File: src/rtl/tdma_arbiter.sv
// Work-conserving TDMA arbiter: a slot sequencer rotates ownership of one memory
// port through per-requester slot lengths, and a FREE/BUSY FSM keeps at most one transaction outstanding.
module tdma_arbiter #(
  parameter int NB_PORTS        = 4,
  parameter int COUNTER_WIDTH   = 32,
  parameter bit WORK_CONSERVING = 1'b1
) (
  input  logic                         clock,
  input  logic                         reset,
  input  logic [COUNTER_WIDTH-1:0]     delta_in [NB_PORTS],
  input  logic                         config_valid,
  input  logic [NB_PORTS-1:0]          request,
  input  logic                         ack,
  output logic [NB_PORTS-1:0]          grant,
  output logic [$clog2(NB_PORTS)-1:0]  slot,
  output logic                         period_start
);

  localparam int SW = $clog2(NB_PORTS);

  typedef logic [COUNTER_WIDTH-1:0] cnt_t;
  typedef logic [SW-1:0]            idx_t;
  typedef enum logic {SEQ_IDLE, SEQ_RUN}   seq_state_e;
  typedef enum logic {GNT_FREE, GNT_BUSY}  gnt_state_e;

  function automatic idx_t wrap_idx(input idx_t base, input int k);
    return idx_t'((int'(base) + k) % NB_PORTS);
  endfunction

  function automatic idx_t first_set(input logic [NB_PORTS-1:0] m);
    idx_t r;
    r = '0;
    for (int i = NB_PORTS - 1; i >= 0; i--) begin
      if (m[i]) r = idx_t'(i);
    end
    return r;
  endfunction

  // First set bit strictly after base (circularly); base itself is the last candidate.
  function automatic idx_t scan_from(input logic [NB_PORTS-1:0] m, input idx_t base);
    idx_t r;
    idx_t idx;
    logic hit;
    r   = base;
    hit = 1'b0;
    for (int k = 1; k <= NB_PORTS; k++) begin
      idx = wrap_idx(base, k);
      if (!hit && m[idx]) begin
        r   = idx;
        hit = 1'b1;
      end
    end
    return r;
  endfunction

  function automatic logic [NB_PORTS-1:0] onehot(input idx_t idx);
    logic [NB_PORTS-1:0] r;
    r      = '0;
    r[idx] = 1'b1;
    return r;
  endfunction

  seq_state_e          seq_q, seq_d;
  gnt_state_e          gst_q, gst_d;
  cnt_t                active_q [NB_PORTS];
  cnt_t                active_d [NB_PORTS];
  cnt_t                pend_q   [NB_PORTS];
  cnt_t                pend_d   [NB_PORTS];
  logic                pend_vld_q, pend_vld_d;
  cnt_t                count_q, count_d;
  idx_t                slot_q, slot_d;
  logic                ps_q, ps_d;
  logic [NB_PORTS-1:0] grant_q, grant_d;

  logic [NB_PORTS-1:0] active_nz_s;
  logic [NB_PORTS-1:0] pending_nz_s;
  idx_t                first_pend_s;
  idx_t                nxt_s;
  logic                wrap_s;
  logic                apply_s;
  idx_t                alt_s;

  always_comb begin
    active_nz_s  = '0;
    pending_nz_s = '0;
    for (int i = 0; i < NB_PORTS; i++) begin
      active_nz_s[i]  = (active_q[i] != '0);
      pending_nz_s[i] = (pend_q[i] != '0);
    end
    first_pend_s = first_set(pending_nz_s);
    nxt_s        = scan_from(active_nz_s, slot_q);
    alt_s        = scan_from(request, slot_q);
  end

  // A wrap is any advance that does not move to a higher index, including the
  // single-slot case where the owner is reloaded in place.
  assign wrap_s = (nxt_s <= slot_q);

  always_comb begin
    seq_d      = seq_q;
    slot_d     = slot_q;
    count_d    = count_q;
    ps_d       = 1'b0;
    active_d   = active_q;
    pend_d     = pend_q;
    pend_vld_d = pend_vld_q;
    apply_s    = 1'b0;
    case (seq_q)
      SEQ_IDLE: begin
        apply_s = pend_vld_q;
      end
      SEQ_RUN: begin
        if (count_q != '0) begin
          count_d = count_q - cnt_t'(1);
        end else if (wrap_s && pend_vld_q) begin
          apply_s = 1'b1;
        end else begin
          slot_d  = nxt_s;
          count_d = active_q[nxt_s] - cnt_t'(1);
          ps_d    = wrap_s;
        end
      end
      default: begin
        seq_d = SEQ_IDLE;
      end
    endcase

    // Apply happens only at a period boundary or from IDLE, so no slot is ever cut short.
    if (apply_s) begin
      active_d   = pend_q;
      pend_vld_d = 1'b0;
      if (|pending_nz_s) begin
        seq_d   = SEQ_RUN;
        slot_d  = first_pend_s;
        count_d = pend_q[first_pend_s] - cnt_t'(1);
        ps_d    = 1'b1;
      end else begin
        seq_d   = SEQ_IDLE;
        slot_d  = '0;
        count_d = '0;
      end
    end else begin
      active_d = active_d;
    end

    if (config_valid) begin
      pend_d     = delta_in;
      pend_vld_d = 1'b1;
    end else begin
      pend_d = pend_d;
    end
  end

  always_comb begin
    gst_d   = gst_q;
    grant_d = grant_q;
    case (gst_q)
      GNT_FREE: begin
        if ((seq_q == SEQ_RUN) && request[slot_q]) begin
          grant_d = onehot(slot_q);
          gst_d   = GNT_BUSY;
        end else if ((seq_q == SEQ_RUN) && WORK_CONSERVING && (|request)) begin
          grant_d = onehot(alt_s);
          gst_d   = GNT_BUSY;
        end else begin
          grant_d = '0;
        end
      end
      GNT_BUSY: begin
        // No preemption: the grant survives slot changes and request drops.
        if (ack) begin
          grant_d = '0;
          gst_d   = GNT_FREE;
        end else begin
          grant_d = grant_q;
        end
      end
      default: begin
        grant_d = '0;
        gst_d   = GNT_FREE;
      end
    endcase
  end

  always_ff @(posedge clock or negedge reset) begin
    if (!reset) begin
      seq_q      <= SEQ_IDLE;
      gst_q      <= GNT_FREE;
      active_q   <= '{default: '0};
      pend_q     <= '{default: '0};
      pend_vld_q <= 1'b0;
      count_q    <= '0;
      slot_q     <= '0;
      ps_q       <= 1'b0;
      grant_q    <= '0;
    end else begin
      seq_q      <= seq_d;
      gst_q      <= gst_d;
      active_q   <= active_d;
      pend_q     <= pend_d;
      pend_vld_q <= pend_vld_d;
      count_q    <= count_d;
      slot_q     <= slot_d;
      ps_q       <= ps_d;
      grant_q    <= grant_d;
    end
  end

  assign grant        = grant_q;
  assign slot         = slot_q;
  assign period_start = ps_q;

endmodule

File: config.mk
export PLATFORM = sky130hd
export DESIGN_NAME = tdma_arbiter
export DESIGN_NICKNAME = d
export VERILOG_FILES = /design/src/rtl/tdma_arbiter.sv
export SDC_FILE = /design/constraint.sdc
export NUM_CORES = 1
export LEC_CHECK = 0
export BUFFER_PORTS_ARGS = -buffer_cell sky130_fd_sc_hd__buf_2
export CAP_MARGIN = 20
export CORE_ASPECT_RATIO = 1.5
export CORE_MARGIN = 4
export CORE_UTILIZATION = 45
export CTS_CLUSTER_SIZE = 25
export DETAILED_ROUTE_END_ITERATION = 8
export SETUP_SLACK_MARGIN = 0.05
export SLEW_MARGIN = 30
export SYNTH_ARGS = -nofsm -noshare
export SYNTH_HDL_FRONTEND = slang
export SYNTH_SLANG_ARGS = --single-unit
File: constraint.sdc
create_clock -name clock -period 5.43 [get_ports clock]
set_input_delay 0.2715 -clock clock [delete_from_list [all_inputs] [get_ports clock]]
set_output_delay 0.2715 -clock clock [all_outputs]
set_load 0.05 [all_outputs]
# [After elaboration in Yosys (flattened, before gate mapping)]
# Cells that the tools add are included.
[totals] ff_bits=298 in_bits=136 elab_cells=148
[classes] eq_ne=4 reduce_logical=32 n_addsub=7 muxes=75 bitwise_logic=4 order_cmp=11
[op_table] operator="$mux W32" count=9
[op_table] operator="$reduce_bool A32 Y1" count=9
[op_table] operator="$bmux W32 S2" count=2
[op_table] operator="$sub A32 B1 Y32 const B" count=3
[op_table] operator="$mux W2" count=17
[op_table] operator="$mux W1" count=30
[op_table] operator="$bmux W1 S2" count=9
[op_table] operator="$lt A2 B3 Y1 const B" count=6
[op_table] operator="$mux W4" count=3
[op_table] operator="$logic_and A1 B1 Y1" count=11
[op_table] operator="$pmux W4 S2" count=1
[op_table] operator="$reduce_or A4 Y1" count=2
[op_table] operator="$ge A3 B3 Y1 const B" count=2
[op_table] operator="$logic_not A1 Y1" count=6
[op_table] operator="$ne A2 B2 Y1 const B" count=3
[op_table] operator="$not A2 Y3" count=2
[op_table] operator="$add A2 B1 Y2 const B" count=2
[op_table] operator="$add A2 B2 Y2 const B" count=2
[op_table] operator="$demux W1 S2" count=2
[op_table] operator="$ge A2 B1 Y1 const B" count=2
[op_table] operator="$pmux W1 S2" count=2
[op_table] operator="$reduce_bool A2 Y1" count=2
[op_table] operator="$ne A3 B3 Y1 const B" count=1
[op_table] operator="$reduce_and A3 Y1" count=1
[op_table] operator="other kinds (3)" count=4

# [Longest topological paths before layout]
# Gate-level depths: netlist of the first run.
[logic_depth] depth_word=22 ltp_mapped=22

# [Worst setup path before layout of the first run]
# OpenSTA, ideal clock, no wires.
[synth_path] path_type="flip-flop to flip-flop" from="register slot_q[0] (netlist: slot[0])" to="register count_q[20]" stages_incl_launch_ff=22 path_slack_ps=343 period_less_slack_ps=5087 required_ps=5343 t_arrival_ps=5000 path_cell_list="dfrtp_1 > inv_1 > clkbuf_1 > ha_1 > a21oi_1 > a22oi_1 > buf_4 > buf_2 > buf_2 > buf_2 > buf_4 > ha_1 > nor2b_1 > o21ai_0 > nand2_1 > o21ai_1 > o21ai_0 > clkbuf_1 > a21oi_1 > clkbuf_1 > a22oi_1 > o211ai_1"
[synth_between] elab_chain_len=22 word_cells_on_any_way=42 classes_between="add/sub (5); order compare (1); eq/ne (1); mux (25); bitwise (1); reduce/logical (9)"
[synth_rtl] item="start: declaration" line="71" rtl="idx_t slot_q, slot_d;"
[synth_rtl] item="start signal: assignment" line="203" rtl="slot_q <= slot_d;"
[synth_rtl] item="$add A2 B1 Y2" line="27" rtl="return idx_t'((int'(base) + k) % NB_PORTS);"
[synth_rtl] item="$bmux W1 S2" line="48" rtl="if (!hit && m[idx]) begin"
[synth_rtl] item="$mux W1 (implied by the code)" line="48"
[synth_rtl] item="$mux W1" line="48"
[synth_rtl] item="$logic_not A1 Y1" line="48"
[synth_rtl] item="$logic_and A1 B1 Y1" line="48"
[synth_rtl] item="$mux W1" line="48"
[synth_rtl] item="$logic_not A1 Y1" line="48"
[synth_rtl] item="[5 not listed]"
[synth_rtl] item="$not A2 Y3 (implied by the code)" line="119" rtl="count_d = active_q[nxt_s] - cnt_t'(1);"
[synth_rtl] item="$bmux W32 S2" line="119"
[synth_rtl] item="$mux W32 (implied by the code) (2 in series)" line="119"
[synth_rtl] item="$sub A32 B1 Y32" line="119"
[synth_rtl] item="$mux W32" line="115" rtl="end else if (wrap_s && pend_vld_q) begin"
[synth_rtl] item="$mux W32" line="113" rtl="if (count_q != '0) begin"
[synth_rtl] item="$mux W32" line="108" rtl="case (seq_q)"
[synth_rtl] item="$mux W32" line="129" rtl="if (apply_s) begin"
[synth_rtl] item="end signal: assignment" line="202" rtl="count_q <= count_d;"
[synth_rtl] item="end: declaration" line="70" rtl="cnt_t count_q, count_d;"
# Several ways; a longest one is shown, not always the timed one. The select of a mux whose other input is x is not followed.
# A chain may end at the register's enable or synchronous reset.

# [Final worst setup path of the first run]
[layout_path] from="register pend_q[0] (netlist bit)" to="register count_q[22]"
[layout_between] elab_chain_len=12 word_cells_on_any_way=13 classes_between="add/sub (1); mux (9); bitwise (1); reduce/logical (2)"
[layout_rtl] item="start: declaration" line="67" rtl="cnt_t pend_q [NB_PORTS];"
[layout_rtl] item="start signal: assignment" line="200" rtl="pend_q <= pend_d;"
[layout_rtl] item="$reduce_bool A32 Y1" line="88" rtl="pending_nz_s[i] = (pend_q[i] != '0);"
[layout_rtl] item="$mux W2 (4 in series)" line="34" rtl="if (m[i]) r = idx_t'(i);"
[layout_rtl] item="$not A2 Y3 (implied by the code)" line="135" rtl="count_d = pend_q[first_pend_s] - cnt_t'(1);"
[layout_rtl] item="$bmux W32 S2" line="135"
[layout_rtl] item="$mux W32 (implied by the code) (2 in series)" line="135"
[layout_rtl] item="$sub A32 B1 Y32" line="135"
[layout_rtl] item="$mux W32 (*)" line="132" rtl="if (|pending_nz_s) begin"
[layout_rtl] item="$mux W32 (*)" line="129"
# Mark *: on every way between the ends. The rest lies on a longest branch, timed or not. The select of a mux whose other input is x is not followed.

==> results of run 1 <==
cell families after synthesis:
group / after synthesis / share of synthesized area, %
AND/OR/NAND/NOR: 724 / 20.8
AO/OA/AOI/OAI: 305 / 13.0
flip-flops: 298 / 45.9
multiplexers: 207 / 13.8
buffers and inverters: 129 / 3.35
XOR/XNOR: 46 / 2.48
adder cells (fa/ha/maj): 8 / 0.616
layout by cell type, fill, tap and decap left out, types with 8 or more instances in the layout:
cell and instances:
sky130_fd_sc_hd__nand4_1 18, sky130_fd_sc_hd__mux2i_1 84, sky130_fd_sc_hd__and3_1 8, sky130_fd_sc_hd__a221oi_1 8, sky130_fd_sc_hd__nor2_1 57, sky130_fd_sc_hd__xor2_1 28, sky130_fd_sc_hd__buf_4 65, sky130_fd_sc_hd__nor3_1 33
sky130_fd_sc_hd__a22oi_1 23, sky130_fd_sc_hd__o21ai_1 8, sky130_fd_sc_hd__nand2_1 454, sky130_fd_sc_hd__a21oi_1 35, sky130_fd_sc_hd__dlygate4sd3_1 128, sky130_fd_sc_hd__o21ai_0 78, sky130_fd_sc_hd__mux2_2 121, sky130_fd_sc_hd__dfrtp_1 298
sky130_fd_sc_hd__buf_2 140, sky130_fd_sc_hd__o41ai_1 8, sky130_fd_sc_hd__clkbuf_16 31, sky130_fd_sc_hd__inv_1 36, sky130_fd_sc_hd__o211ai_1 8, sky130_fd_sc_hd__xnor2_1 18, sky130_fd_sc_hd__ha_1 8, sky130_fd_sc_hd__a31oi_1 34
sky130_fd_sc_hd__nor4_1 64, sky130_fd_sc_hd__a21o_1 13, sky130_fd_sc_hd__nand3_1 26
path summary, 6_finish.rpt:
| path | slack [ns] | to | cells past startpoint | from |
|---|---|---|---|---|
| setup / recovery | 0.26 | count_q[22]$_DFFE_PN0P_ | 17 | pend_q[0]$_DFFE_PN0P_ |
| hold / removal | 0.03 | grant[1]$_DFFE_PN0P_ | 4 | ack |
| setup reg to reg | 0.26 | count_q[22]$_DFFE_PN0P_ | 17 | pend_q[0]$_DFFE_PN0P_ |
| hold reg to reg | 0.47 | grant[1]$_DFFE_PN0P_ | 2 | grant[1]$_DFFE_PN0P_ |
| max in group asynchronous | 3.84 | pend_q[52]$_DFFE_PN0P_ | 3 | reset |
| min in group asynchronous | 0.27 | grant[0]$_DFFE_PN0P_ | 2 | reset |
layer usage:
layer  vias to the layer above  share of wire, %  GRT usage [%]  wire, um
li1                       6729                 -              -         -
met1                      7400                39           40.5     24400
met2                       688                48           52.3     29900
met3                       177               6.1           3.86      3850
met4                         0               7.3           18.7      4550
met5                         -                 0              0         0
worst max-delay path: cells and delay by family (launching register included):
family	cells	cell delay, ns
simple gates	7	2.79
compound gates	6	1.33
flops	1	0.48
fa+ha+maj	1	0.18
buf+inv	2	0.13
xor+xnor	1	0.10
Yosys cell counts (all sizes together) (4+ instances only):
cell	count
a211o	6
a211oi	8
a21o	13
a21oi	36
a221oi	8
a22oi	24
a31oi	35
and2	6
and3	8
and4	4
buf	25
clkbuf	67
dfrtp	298
ha	8
inv	37
mux2	121
mux2i	84
nand2	455
nand3	28
nand4	21
nor2	60
nor2b	7
nor3	40
nor3b	4
nor4	73
o2111ai	4
o211ai	8
o21a	4
o21ai	90
o221ai	8
o22ai	5
o311ai	8
o31ai	5
o41ai	8
or3	6
xnor2	18
xor2	28
through the flow:
stage / hold WS, ns / area, um2
floorplan: -0.0241 / 16300
global placement: 0.293 / 17800
detailed placement: 0.298 / 17800
CTS: 0.0136 / 20100
global route: 0.0543 / 20200
finish: 0.0262 / 20200
area by class of cell:
class / instances / area, um2 / share of cell area, %
Timing Repair Buffer: 341 / 2620 / 13.0
Tap cell: 478 / 598 / 2.97
Multi-Input combinational cell: 1290 / 8310 / 41.2
Clock inverter: 14 / 165 / 0.819
Clock buffer: 41 / 873 / 4.33
Sequential cell: 298 / 7460 / 37.0
Antenna cell: 1 / 2.50 / 0.0124
Inverter: 37 / 139 / 0.689
power breakdown:
| part | switching (uW) | total, uW | leakage (uW) | internal [uW] |
|---|---|---|---|---|
| clock network | 940 | 2210 | 0.000498 | 1270 |
| registers | 842 | 3660 | 0.00361 | 2820 |
| logic | 1960 | 3380 | 0.00494 | 1420 |
registers in the layout, indices dropped and copies added (netlist names), 2 cells and up:
signal / flops
slot: 2
active_q: 128
grant: 4
count_q: 32
pend_q: 128
==> flow_summary.rst, run 1 <==
.. list-table::
   :header-rows: 1

   * - Metric
     - Value
   * - Clk sink count
     - slightly below 300
   * - IO Pins
     - roughly 140
   * - Die X
     - about 160 um
   * - Total power draw
     - 9250 uW
   * - Crit path DAT
     - 5.61 ns
   * - Largest net degree at the start of global routing
     - 157
   * - Worst Slack Setup Final
     - 0.264 ns
   * - Y dimension of the die
     - 241 um
   * - Clock insertion delay at the later pin of the skew report
     - approximately 0.58 ns
   * - Cell Area, Synth
     - approximately 16,000 um2
   * - Share of the synthesized area in the top cell type
     - 45.9%
   * - Highest net fanout along the worst path
     - 6
   * - Buffers inserted by post-CTS timing repair
     - 0
   * - Final core utilization
     - between 50 and 60%
   * - Count of endpoints failing hold in the final timing report
     - 0
   * - Number of detailed-route iterations in the first pass
     - 5
   * - Data required time of the critical path
     - approximately 5.9 ns
   * - Worst VDD drop
     - 0.288 mV
   * - Number of unique standard cell types used by synthesis
     - 86
   * - Post-synth net total
     - around 1,900
   * - Effective utilization at floorplan
     - between 40% and 50%
   * - Leakage power summed over all cells
     - 0.00905 uW
   * - Count of buffers from port buffering
     - 142
   * - Setup WS pre-CTS
     - roughly 0.42 ns
   * - Via count of the first global-routing pass
     - 15,229
   * - Gr ovfl total
     - 0
   * - Accumulated negative setup slack
     - 0 ns
   * - First-pass GRT wire length
     - 94,600 um
   * - Number of synthesized register bits
     - 298
   * - Warnings from Yosys
     - 0
   * - Post-Synthesis Cells
     - roughly 1,700
   * - DRC
     - 0
   * - P per Cell Area
     - around 460 nW/um2
   * - Final clock skew
     - about 0.018 ns
   * - Top cell by count, worst path
     - sky130_fd_sc_hd__inv_1
   * - Area growth, synth to finish
     - 24.1%
   * - Antenna Nets Post-Route
     - 0
   * - TritonCTS clock tree
     - built
   * - Placeable core region
     - around 36,000 um2
   * - Cells along the critical path
     - nor4_1, nand4_1, nor2_1, a21boi_0, a21oi_1, o21ai_0, inv_1, ha_1, inv_1, a311oi_1, nand4_4, nor4_4, nand3_4, nor3_1, xor2_1, a22oi_1, o211ai_1
   * - Syn avg cell area
     - ~9.5 um2
   * - Share of synthesized flip-flops with an asynchronous set or reset
     - 100%
   * - DR vias/cell
     - about 6
   * - Final period util
     - roughly 95%
   * - Number of clock buffers inserted by TritonCTS
     - 30
   * - Leading area contributor after synthesis
     - sky130_fd_sc_hd__dfrtp_1
   * - Clock input transition at the sequential cells of the worst setup and hold paths
     - 0.07 ns
   * - Cell type of the slowest stage on the worst timing path
     - sky130_fd_sc_hd__nor4_1
   * - Number of standard-cell rows in the floorplan
     - 85
   * - Result of the run
     - finished clean
   * - Maxcap violations
     - 0
   * - Fraction of layout cells with a size suffix above 1
     - around a fifth
   * - Final setup vio count
     - 0
   * - Area enclosed by the die boundary
     - ~39,000 um2
   * - Ys flop type
     - sky130_fd_sc_hd__dfrtp_1
   * - Wire length after detailed routing
     - 62,600 um
   * - Avg WL per Cell
     - ~25 um
   * - Hold Buf Count CTS
     - ~130
   * - Endpoint type of the worst setup path
     - flop
   * - Cts repair resizes
     - 0
   * - RSZ-0062 raised after global routing
     - no
   * - Gr usage total
     - between 30% and 40%
   * - Root Driver
     - sky130_fd_sc_hd__clkbuf_16
   * - Total Nets Final
     - around 2,100
   * - Largest stage delay, worst path
     - around 0.81 ns
   * - DP HPWL
     - ~46,000 um
   * - Vias after detailed routing
     - around 15,000
   * - Initial detailed-routing violation count
     - about 1,400
   * - Actual transition at the worst max-transition pin
     - 0.929 ns
   * - Final weighted congestion in routability-driven placement
     - ~1
   * - Worst slew margin relative to its limit
     - between 30% and 40%
   * - Count of pins over their slew limit
     - 0
   * - Largest buffer count on any clock path
     - 3
   * - Non-filler instance count after layout
     - 2,500
   * - Clock period minus worst slack
     - just over 5 ns
   * - Number of fillers in the final layout
     - 3,193
   * - Area contributors post-synth
     - sky130_fd_sc_hd__dfrtp_1 (46%), sky130_fd_sc_hd__nand2_1 (10%), sky130_fd_sc_hd__mux2_2 (8.4%)
   * - Category of the worst setup path launch point
     - flop
   * - Number of antenna violations at the first check in global routing
     - 0
   * - Crit path kind
     - reg -> reg
   * - Post-synthesis sequential area ratio
     - around 46%
   * - Class of the tightest hold or removal check
     - in -> reg
   * - EDFF count, synth
     - 0
   * - Max Clock Freq
     - 194 MHz
   * - Placed instance count
     - ~2,300
   * - Depth of the CTS H-tree
     - 1
Power figures use the tool's default switching activity.
==> inputs of run 2 (changes only) <==
--- a/config.mk
+++ b/config.mk
@@ -5,6 +5,7 @@
 export SDC_FILE = /design/constraint.sdc
 export NUM_CORES = 1
 export LEC_CHECK = 0
+export ABC_AREA = 1
 export BUFFER_PORTS_ARGS = -buffer_cell sky130_fd_sc_hd__buf_2
 export CAP_MARGIN = 20
 export CORE_ASPECT_RATIO = 1.5
==> flow_summary.rst, run 2 <==
.. list-table::
   :header-rows: 1

   * - Metric
     - Value
   * - IO Pins
     - 143 (unchanged)
   * - Antenna Nets Post-Route
     - 0 (unchanged)
   * - Cts repair resizes
     - 0 (unchanged)
   * - Count of endpoints failing hold in the final timing report
     - 0 (unchanged)
   * - Result of the run
     - finished clean (unchanged)
   * - Via count of the first global-routing pass
     - 16,319 (was 15,229)
   * - Number of detailed-route iterations in the first pass
     - 9 (was 5)
   * - Class of the tightest hold or removal check
     - in -> reg (unchanged)
   * - Final clock skew
     - 0.0127 ns (was 0.0182 ns)
   * - Syn avg cell area
     - 7.20 um2 (was 9.46 um2)
   * - Largest buffer count on any clock path
     - 3 (unchanged)
   * - Category of the worst setup path launch point
     - flop (unchanged)
   * - RSZ-0062 raised after global routing
     - no (unchanged)
   * - Area enclosed by the die boundary
     - 41,300 um2 (was 39,300 um2)
   * - Actual transition at the worst max-transition pin
     - 0.980 ns (was 0.929 ns)
   * - Largest stage delay, worst path
     - 0.43 ns (was 0.81 ns)
   * - Maxcap violations
     - 0 (unchanged)
   * - Gr usage total
     - 28.2% (was 31.8%)
   * - DP HPWL
     - 43,000 um (was 46,100 um)
   * - Avg WL per Cell
     - 18.9 um (was 25.0 um)
   * - Area contributors post-synth
     - sky130_fd_sc_hd__dfrtp_1 (44%), sky130_fd_sc_hd__nand2_1 (15%), sky130_fd_sc_hd__o21ai_0 (8.5%) (was sky130_fd_sc_hd__dfrtp_1 (46%), sky130_fd_sc_hd__nand2_1 (10%), sky130_fd_sc_hd__mux2_2 (8.4%))
   * - Root Driver
     - sky130_fd_sc_hd__clkbuf_16 (unchanged)
   * - Number of fillers in the final layout
     - 3,673 (was 3,193)
   * - Clock input transition at the sequential cells of the worst setup and hold paths
     - 0.06 ns (was 0.07 ns)
   * - Top cell by count, worst path
     - sky130_fd_sc_hd__nor2_1 (was sky130_fd_sc_hd__inv_1)
   * - Share of synthesized flip-flops with an asynchronous set or reset
     - 100% (unchanged)
   * - Cells along the critical path
     - nor2_1, nand2_1, nor2_1, nand2_1, nor2_1, nand2_1, a21oi_1, nor2_2, nand2_2, nand2_2, inv_2, ha_1, inv_1, nor2_1, o21ai_0, a31oi_1, nor2_1, inv_6, nor2_1, buf_4, o21ai_0, a21oi_1, nor2_1, a22oi_1 (was nor4_1, nand4_1, nor2_1, a21boi_0, a21oi_1, o21ai_0, inv_1, ha_1, inv_1, a311oi_1, nand4_4, nor4_4, nand3_4, nor3_1, xor2_1, a22oi_1, o211ai_1)
   * - Y dimension of the die
     - 247 um (was 241 um)
   * - Max Clock Freq
     - 216 MHz (was 194 MHz)
   * - First-pass GRT wire length
     - 92,000 um (was 94,600 um)
   * - Vias after detailed routing
     - 16,723 (was 14,994)
   * - Commonest cells after routing, fill and taps aside
     - sky130_fd_sc_hd__nand2_1 (664), sky130_fd_sc_hd__dfrtp_1 (298), sky130_fd_sc_hd__o21ai_0 (291), sky130_fd_sc_hd__inv_1 (248), sky130_fd_sc_hd__nand3_1 (238) (was sky130_fd_sc_hd__nand2_1 (454), sky130_fd_sc_hd__dfrtp_1 (298), sky130_fd_sc_hd__buf_2 (140), sky130_fd_sc_hd__dlygate4sd3_1 (128), sky130_fd_sc_hd__mux2_2 (121))
   * - P per Cell Area
     - 278 nW/um2 (was 459 nW/um2)
   * - Worst slew margin relative to its limit
     - 34.7% (was 38.1%)
   * - Number of buffer and inverter stages on the critical path
     - 4 (was 2)
   * - Count of buffers from port buffering
     - 142 (unchanged)
   * - Highest net fanout along the worst path
     - 54 (was 6)
   * - DRC
     - 0 (unchanged)
   * - Largest net degree at the start of global routing
     - 228 (was 157)
   * - Leading area contributor after synthesis
     - sky130_fd_sc_hd__dfrtp_1 (unchanged)
   * - Accumulated negative setup slack
     - 0 ns (unchanged)
   * - Die X
     - 167 um (was 163 um)
   * - Final period util
     - 85.2% (was 95.1%)
   * - Post-synth net total
     - 2,522 (was 1,861)
   * - Number of standard-cell rows in the floorplan
     - 87 (was 85)
   * - Number of unique standard cell types used by synthesis
     - 54 (was 86)
   * - Antenna diodes
     - 0 (was 1)
   * - Ys flop type
     - sky130_fd_sc_hd__dfrtp_1 (unchanged)
   * - Total Nets Final
     - 2,736 (was 2,142)
   * - Crit path DAT
     - 5.11 ns (was 5.61 ns)
   * - Total power draw
     - 5660 uW (was 9250 uW)
   * - Number of synthesized register bits
     - 298 (unchanged)
   * - TritonCTS clock tree
     - built (unchanged)
   * - Depth of the CTS H-tree
     - 1 (unchanged)
   * - Cell with the most instances after synthesis
     - sky130_fd_sc_hd__nand2_1 (unchanged)
   * - Most frequent standard cell in the layout excluding fill and tap cells
     - sky130_fd_sc_hd__nand2_1 (unchanged)
   * - Cell type of the slowest stage on the worst timing path
     - sky130_fd_sc_hd__nor2_1 (was sky130_fd_sc_hd__nor4_1)
   * - Biggest regs
     - active_q: 128 flops, pend_q: 128 flops, count_q: 32 flops (unchanged)
   * - Cell Area, Synth
     - 17,100 um2 (was 16,300 um2)
   * - Worst VDD drop
     - 0.213 mV (was 0.288 mV)
   * - Most frequent cells after synthesis
     - sky130_fd_sc_hd__nand2_1 (664), sky130_fd_sc_hd__dfrtp_1 (298), sky130_fd_sc_hd__o21ai_0 (291) (was sky130_fd_sc_hd__nand2_1 (454), sky130_fd_sc_hd__dfrtp_1 (298), sky130_fd_sc_hd__mux2_2 (121))
   * - Gr ovfl total
     - 0 (unchanged)
   * - Effective utilization at floorplan
     - 45.6% (was 45.3%)
   * - Data required time of the critical path
     - 5.91 ns (was 5.87 ns)
   * - Final weighted congestion in routability-driven placement
     - 0.982 (was 0.998)
   * - Leakage power summed over all cells
     - 0.00989 uW (was 0.00905 uW)
   * - Count of pins over their slew limit
     - 0 (unchanged)
   * - Post-synthesis sequential area ratio
     - 43.6% (was 45.9%)
   * - Fraction of layout cells with a size suffix above 1
     - 12.1% (was 21.3%)
   * - Wire length after detailed routing
     - 58,600 um (was 62,600 um)
   * - Crit path kind
     - reg -> reg (unchanged)
   * - EDFF count, synth
     - 0 (unchanged)
   * - Number of antenna violations at the first check in global routing
     - 1 (was 0)
   * - Initial detailed-routing violation count
     - 1,607 (was 1,429)
   * - Endpoint type of the worst setup path
     - flop (unchanged)
   * - Clock period minus worst slack
     - 4.63 ns (was 5.17 ns)
   * - DR vias/cell
     - 5.39 (was 6.00)
   * - Share of the synthesized area in the top cell type
     - 43.6% (was 45.9%)
   * - Area growth, synth to finish
     - 18.8% (was 24.1%)
   * - Cell class contributing the biggest share of worst-path delay
     - simple AND/OR/NAND/NOR gates (unchanged)
   * - Number of clock buffers inserted by TritonCTS
     - 31 (was 30)
   * - Clock insertion delay at the later pin of the skew report
     - 0.58 ns (about the same)
   * - Final setup vio count
     - 0 (unchanged)
   * - Warnings from Yosys
     - 0 (unchanged)
   * - Placeable core region
     - 37,600 um2 (was 35,800 um2)
   * - Post-Synthesis Cells
     - 2,378 (was 1,717)
   * - Clk sink count
     - 298 (unchanged)
==> run 2: cell types whose count changed in the layout (fill, tap and decap cells not counted), sizes merged, moves of 49 or more <==
cell	change
o21ai	+207
mux2i	-83
buf	-49
nand3	+218
nor2	+204
nand2	+240
mux2	-121
inv	+227
==> run 2: routing by layer <==
| metal | routed length [um] | GRT usage [%] | vias up |
|---|---|---|---|
| li1 | - | - | 8118 |
| met1 | 23900 | 37.1 | 7870 |
| met2 | 28300 | 47.3 | 591 |
| met3 | 3480 | 2.99 | 142 |
| met4 | 2940 | 12.8 | 2 |
| met5 | 11 | 0 | - |
==> run 2: path summary, 6_finish.rpt <==
kind / start / slack (ns) / to / cells past startpoint
max: active_q[97]$_DFFE_PN0N_ / 0.80 / count_q[7]$_DFFE_PN0P_ / 24
min: ack / 0.02 / gst_q$_DFF_PN0_ / 4
max reg2reg: active_q[97]$_DFFE_PN0N_ / 0.80 / count_q[7]$_DFFE_PN0P_ / 24
min reg2reg: active_q[72]$_DFFE_PN0N_ / 0.51 / active_q[72]$_DFFE_PN0N_ / 2
max in group asynchronous: reset / 3.70 / active_q[124]$_DFFE_PN0N_ / 3
min in group asynchronous: reset / 0.30 / pend_q[42]$_DFFE_PN0P_ / 2
==> run 2: repair_timing <==
item,CTS,global route
setup buffers,0,0
hold endpoints to repair,227,0
hold buffers,127,0
setup endpoints to repair,0,0
==> run 2: worst min-delay path: cells and delay by family <==
kind            cells  cell delay, ns
buf+inv             2            0.15
simple gates        1            0.06
compound gates      1            0.07
==> run 2: per-stage QoR <==
step,util [%],hold WS [ns],area [um2],instances,worst slack (ns)
final,54.1,0.0185,20300,3103,0.803
after global routing,54.1,0.0503,20300,3103,0.472
after CTS,54.1,0.00211,20300,3103,0.942
after detailed placement,48.1,0.372,18100,2921,0.978
after global placement,48.1,0.368,18100,2921,1.02
after floorplan,-,-0.0241,17100,2378,1.39
==> run 2: area by class of cell <==
type | instances | area, um2 | area share [%]
Multi-Input combinational cell | 1702 | 8060 | 39.7
Sequential cell | 298 | 7460 | 36.7
Timing Repair Buffer | 291 | 2200 | 10.8
Tap cell | 489 | 612 | 3.01
Inverter | 268 | 1010 | 4.98
Clock buffer | 46 | 892 | 4.39
Clock inverter | 9 | 97.6 | 0.480
==> run 2: cells by family (layout without fill, tap and decap cells) <==
kind of cell             after synthesis  after routing  share of synthesized area [%]
flip-flops                           298            298                           43.6
AND/OR/NAND/NOR                     1276           1276                           32.8
AO/OA/AOI/OAI                        410            410                           13.3
multiplexers                           1              1                         0.0585
XOR/XNOR                               7              7                          0.358
adder cells (fa/ha/maj)                8              8                          0.585
buffers and inverters                378            614                           9.38
==> run 2: where the power goes <==
group / internal, uW / switching (uW)
clock: 1220 / 897
sequential: 2420 / 159
combinational: 334 / 628
==> inputs of run 3 (changes only) <==
--- a/config.mk
+++ b/config.mk
@@ -8,11 +8,14 @@
 export ABC_AREA = 1
 export BUFFER_PORTS_ARGS = -buffer_cell sky130_fd_sc_hd__buf_2
 export CAP_MARGIN = 20
+export CELL_PAD_IN_SITES_DETAIL_PLACEMENT = 1
+export CELL_PAD_IN_SITES_GLOBAL_PLACEMENT = 2
 export CORE_ASPECT_RATIO = 1.5
-export CORE_MARGIN = 4
-export CORE_UTILIZATION = 45
+export CORE_MARGIN = 1.5
+export CORE_UTILIZATION = 35
 export CTS_CLUSTER_SIZE = 25
 export DETAILED_ROUTE_END_ITERATION = 8
+export PLACE_DENSITY_LB_ADDON = 0.1
 export SETUP_SLACK_MARGIN = 0.05
 export SLEW_MARGIN = 30
 export SYNTH_ARGS = -nofsm -noshare
==> flow_summary.rst, run 3 (same netlist as run 2, synthesis figures left out) <==
.. list-table::
   :header-rows: 1

   * - Metric
     - Value
   * - Initial detailed-routing violation count
     - 913 (was 1,607)
   * - Buffers inserted by post-CTS timing repair
     - 0 (unchanged)
   * - IO Pins
     - 143 (unchanged)
   * - Count of pins over their slew limit
     - 0 (unchanged)
   * - Class of the tightest hold or removal check
     - in -> reg (unchanged)
   * - Worst Slack Setup Final
     - 0.577 ns (was 0.803 ns)
   * - Biggest regs
     - active_q: 128 flops, pend_q: 128 flops, count_q: 32 flops (unchanged)
   * - Vias after detailed routing
     - 16,726 (was 16,723)
   * - Data required time of the critical path
     - 5.84 ns (was 5.91 ns)
   * - Number of antenna violations at the first check in global routing
     - 0 (was 1)
   * - Clock insertion delay at the later pin of the skew report
     - 0.54 ns (was 0.58 ns)
   * - DR vias/cell
     - 5.11 (was 5.39)
   * - Maxcap violations
     - 0 (unchanged)
   * - Total power draw
     - 6010 uW (was 5660 uW)
   * - Die X
     - 184 um (was 167 um)
   * - Crit path kind
     - reg -> reg (unchanged)
   * - Gr usage total
     - 27.2% (was 28.2%)
   * - Commonest cells after routing, fill and taps aside
     - sky130_fd_sc_hd__nand2_1 (664), sky130_fd_sc_hd__dfrtp_1 (298), sky130_fd_sc_hd__o21ai_0 (291), sky130_fd_sc_hd__inv_1 (248), sky130_fd_sc_hd__nand3_1 (238) (unchanged)
   * - Crit path DAT
     - 5.26 ns (was 5.11 ns)
   * - Clk sink count
     - 298 (unchanged)
   * - Endpoint type of the worst setup path
     - flop (unchanged)
   * - Effective utilization at floorplan
     - 35.4% (was 45.6%)
   * - Number of clock buffers inserted by TritonCTS
     - 36 (was 31)
   * - Clock input transition at the sequential cells of the worst setup and hold paths
     - 0.06 ns (about the same)
   * - Worst slew margin relative to its limit
     - 38.9% (was 34.7%)
   * - Wire length after detailed routing
     - 67,100 um (was 58,600 um)
   * - Placeable core region
     - 48,400 um2 (was 37,600 um2)
   * - Actual transition at the worst max-transition pin
     - 0.917 ns (was 0.980 ns)
   * - Total Nets Final
     - 2,734 (was 2,736)
   * - Antenna diodes
     - 0 (unchanged)
   * - Final period util
     - 89.4% (was 85.2%)
   * - Result of the run
     - finished clean (unchanged)
   * - DRC
     - 0 (unchanged)
   * - Worst VDD drop
     - 0.206 mV (was 0.213 mV)
   * - Leakage power summed over all cells
     - 0.00995 uW (was 0.00989 uW)
   * - Max Clock Freq
     - 206 MHz (was 216 MHz)
   * - RSZ-0062 raised after global routing
     - no (unchanged)
   * - DP HPWL
     - 50,100 um (was 43,000 um)
   * - Cts repair resizes
     - 0 (unchanged)
   * - Largest buffer count on any clock path
     - 3 (unchanged)
   * - First-pass GRT wire length
     - 104,000 um (was 92,000 um)
   * - Most frequent standard cell in the layout excluding fill and tap cells
     - sky130_fd_sc_hd__nand2_1 (unchanged)
   * - Root Driver
     - sky130_fd_sc_hd__clkbuf_16 (unchanged)
   * - Gr ovfl total
     - 0 (unchanged)
   * - Final weighted congestion in routability-driven placement
     - 0.891 (was 0.982)
   * - Placement Cell Area
     - 18,300 um2 (was 18,100 um2)
   * - Worst hold margin
     - 0.00424 ns (was 0.0185 ns)
   * - Number of detailed-route iterations in the first pass
     - 5 (was 9)
   * - Count of buffers from port buffering
     - 142 (unchanged)
   * - Depth of the CTS H-tree
     - 2 (was 1)
   * - TritonCTS clock tree
     - built (unchanged)
   * - Final clock skew
     - 0.0314 ns (was 0.0127 ns)
   * - Final setup vio count
     - 0 (unchanged)
   * - Area of all placed cells without fillers
     - 20,600 um2 (was 20,300 um2)
   * - Largest net degree at the start of global routing
     - 186 (was 228)
   * - Y dimension of the die
     - 274 um (was 247 um)
   * - Avg WL per Cell
     - 20.5 um (was 18.9 um)
   * - Category of the worst setup path launch point
     - flop (unchanged)
   * - Antenna Nets Post-Route
     - 0 (unchanged)
   * - Via count of the first global-routing pass
     - 17,597 (was 16,319)
   * - Accumulated negative setup slack
     - 0 ns (unchanged)
   * - Clock period minus worst slack
     - 4.85 ns (was 4.63 ns)
   * - Area enclosed by the die boundary
     - 50,300 um2 (was 41,300 um2)
   * - Setup WS pre-CTS
     - 0.634 ns (was 0.978 ns)
   * - Highest net fanout along the worst path
     - 21 (was 54)
   * - P per Cell Area
     - 291 nW/um2 (was 278 nW/um2)
   * - Fraction of layout cells with a size suffix above 1
     - 12.6% (was 12.1%)
   * - Hold Buf Count CTS
     - 114 (was 127)
   * - Count of endpoints failing hold in the final timing report
     - 0 (unchanged)
   * - Area growth, synth to finish
     - 20.5% (was 18.8%)
   * - Number of standard-cell rows in the floorplan
     - 99 (was 87)
## run 3: changes by cell type in the layout (fill, tap and decap cells not counted), sizes merged
cell | before | now
bufinv | 2 | 3
clkinv | 8 | 7
dlygate4sd3 | 127 | 114
clkinvlp | 1 | 0
buf | 164 | 170
inv | 266 | 267
clkbuf | 46 | 53
## run 3: final cells by class
class | count | area [um2]
tap | 656 | 821
clock buffer | 53 | 1030
fill | 6099 | 27800
clock inverter | 9 | 135
timing repair buffer | 284 | 2120
inverter | 268 | 1010
sequential | 298 | 7460
multi-input combinational | 1702 | 8060
## run 3: critical path, cell delays in order (launching register included)
cell                      delay (ns)
sky130_fd_sc_hd__dfrtp_1        0.38
sky130_fd_sc_hd__nor4_1         0.62
sky130_fd_sc_hd__nand4_1        0.38
sky130_fd_sc_hd__nor3_4         0.30
sky130_fd_sc_hd__nand2_2        0.21
sky130_fd_sc_hd__nand2_4        0.22
sky130_fd_sc_hd__buf_4          0.30
sky130_fd_sc_hd__a21oi_1        0.17
sky130_fd_sc_hd__nor2_2         0.15
sky130_fd_sc_hd__ha_1           0.24
sky130_fd_sc_hd__inv_1          0.10
sky130_fd_sc_hd__nor2_1         0.16
sky130_fd_sc_hd__nand2_1        0.14
sky130_fd_sc_hd__nor2_1         0.28
sky130_fd_sc_hd__inv_1          0.18
sky130_fd_sc_hd__nor2_2         0.29
sky130_fd_sc_hd__nand2_1        0.10
sky130_fd_sc_hd__nand2_1        0.06
sky130_fd_sc_hd__nand2_1        0.05
sky130_fd_sc_hd__a21oi_1        0.28
sky130_fd_sc_hd__a21oi_1        0.11
## run 3: worst paths after layout
kind / start / to / slack (ns) / depth (start not counted)
setup / recovery: pend_q[76]$_DFFE_PN0P_ / count_q[30]$_DFFE_PN0P_ / 0.58 / 20
hold / removal: delta_in[70] / pend_q[70]$_DFFE_PN0P_ / 0.004 / 3
setup reg to reg: pend_q[76]$_DFFE_PN0P_ / count_q[30]$_DFFE_PN0P_ / 0.58 / 20
hold reg to reg: active_q[81]$_DFFE_PN0N_ / active_q[81]$_DFFE_PN0N_ / 0.51 / 2
max in group asynchronous: reset / active_q[31]$_DFFE_PN0N_ / 3.77 / 3
min in group asynchronous: reset / pend_q[44]$_DFFE_PN0P_ / 0.35 / 2
## run 3: per-layer routing
metal  vias to the layer above  routed length, um  global-route usage (%)
li1                       8108                  -                       -
met1                      8236              28800                    34.3
met2                       279              34200                    48.5
met3                       103               1880                    2.52
met4                         0               2280                    9.40
met5                         -                  0                       0
## run 3: per-stage QoR
stage | std cells | util, %
floorplan | 2378 | -
global placement | 3094 | 37.8
detailed placement | 3094 | 37.8
CTS | 3270 | 42.6
global route | 3270 | 42.6
finish | 3270 | 42.6
## run 3: power breakdown
part | total, uW | internal (uW) | switching, uW
sequential | 2580 | 2430 | 153
combinational | 973 | 329 | 644
clock | 2450 | 1460 | 991
total | 6010 | 4220 | 1790
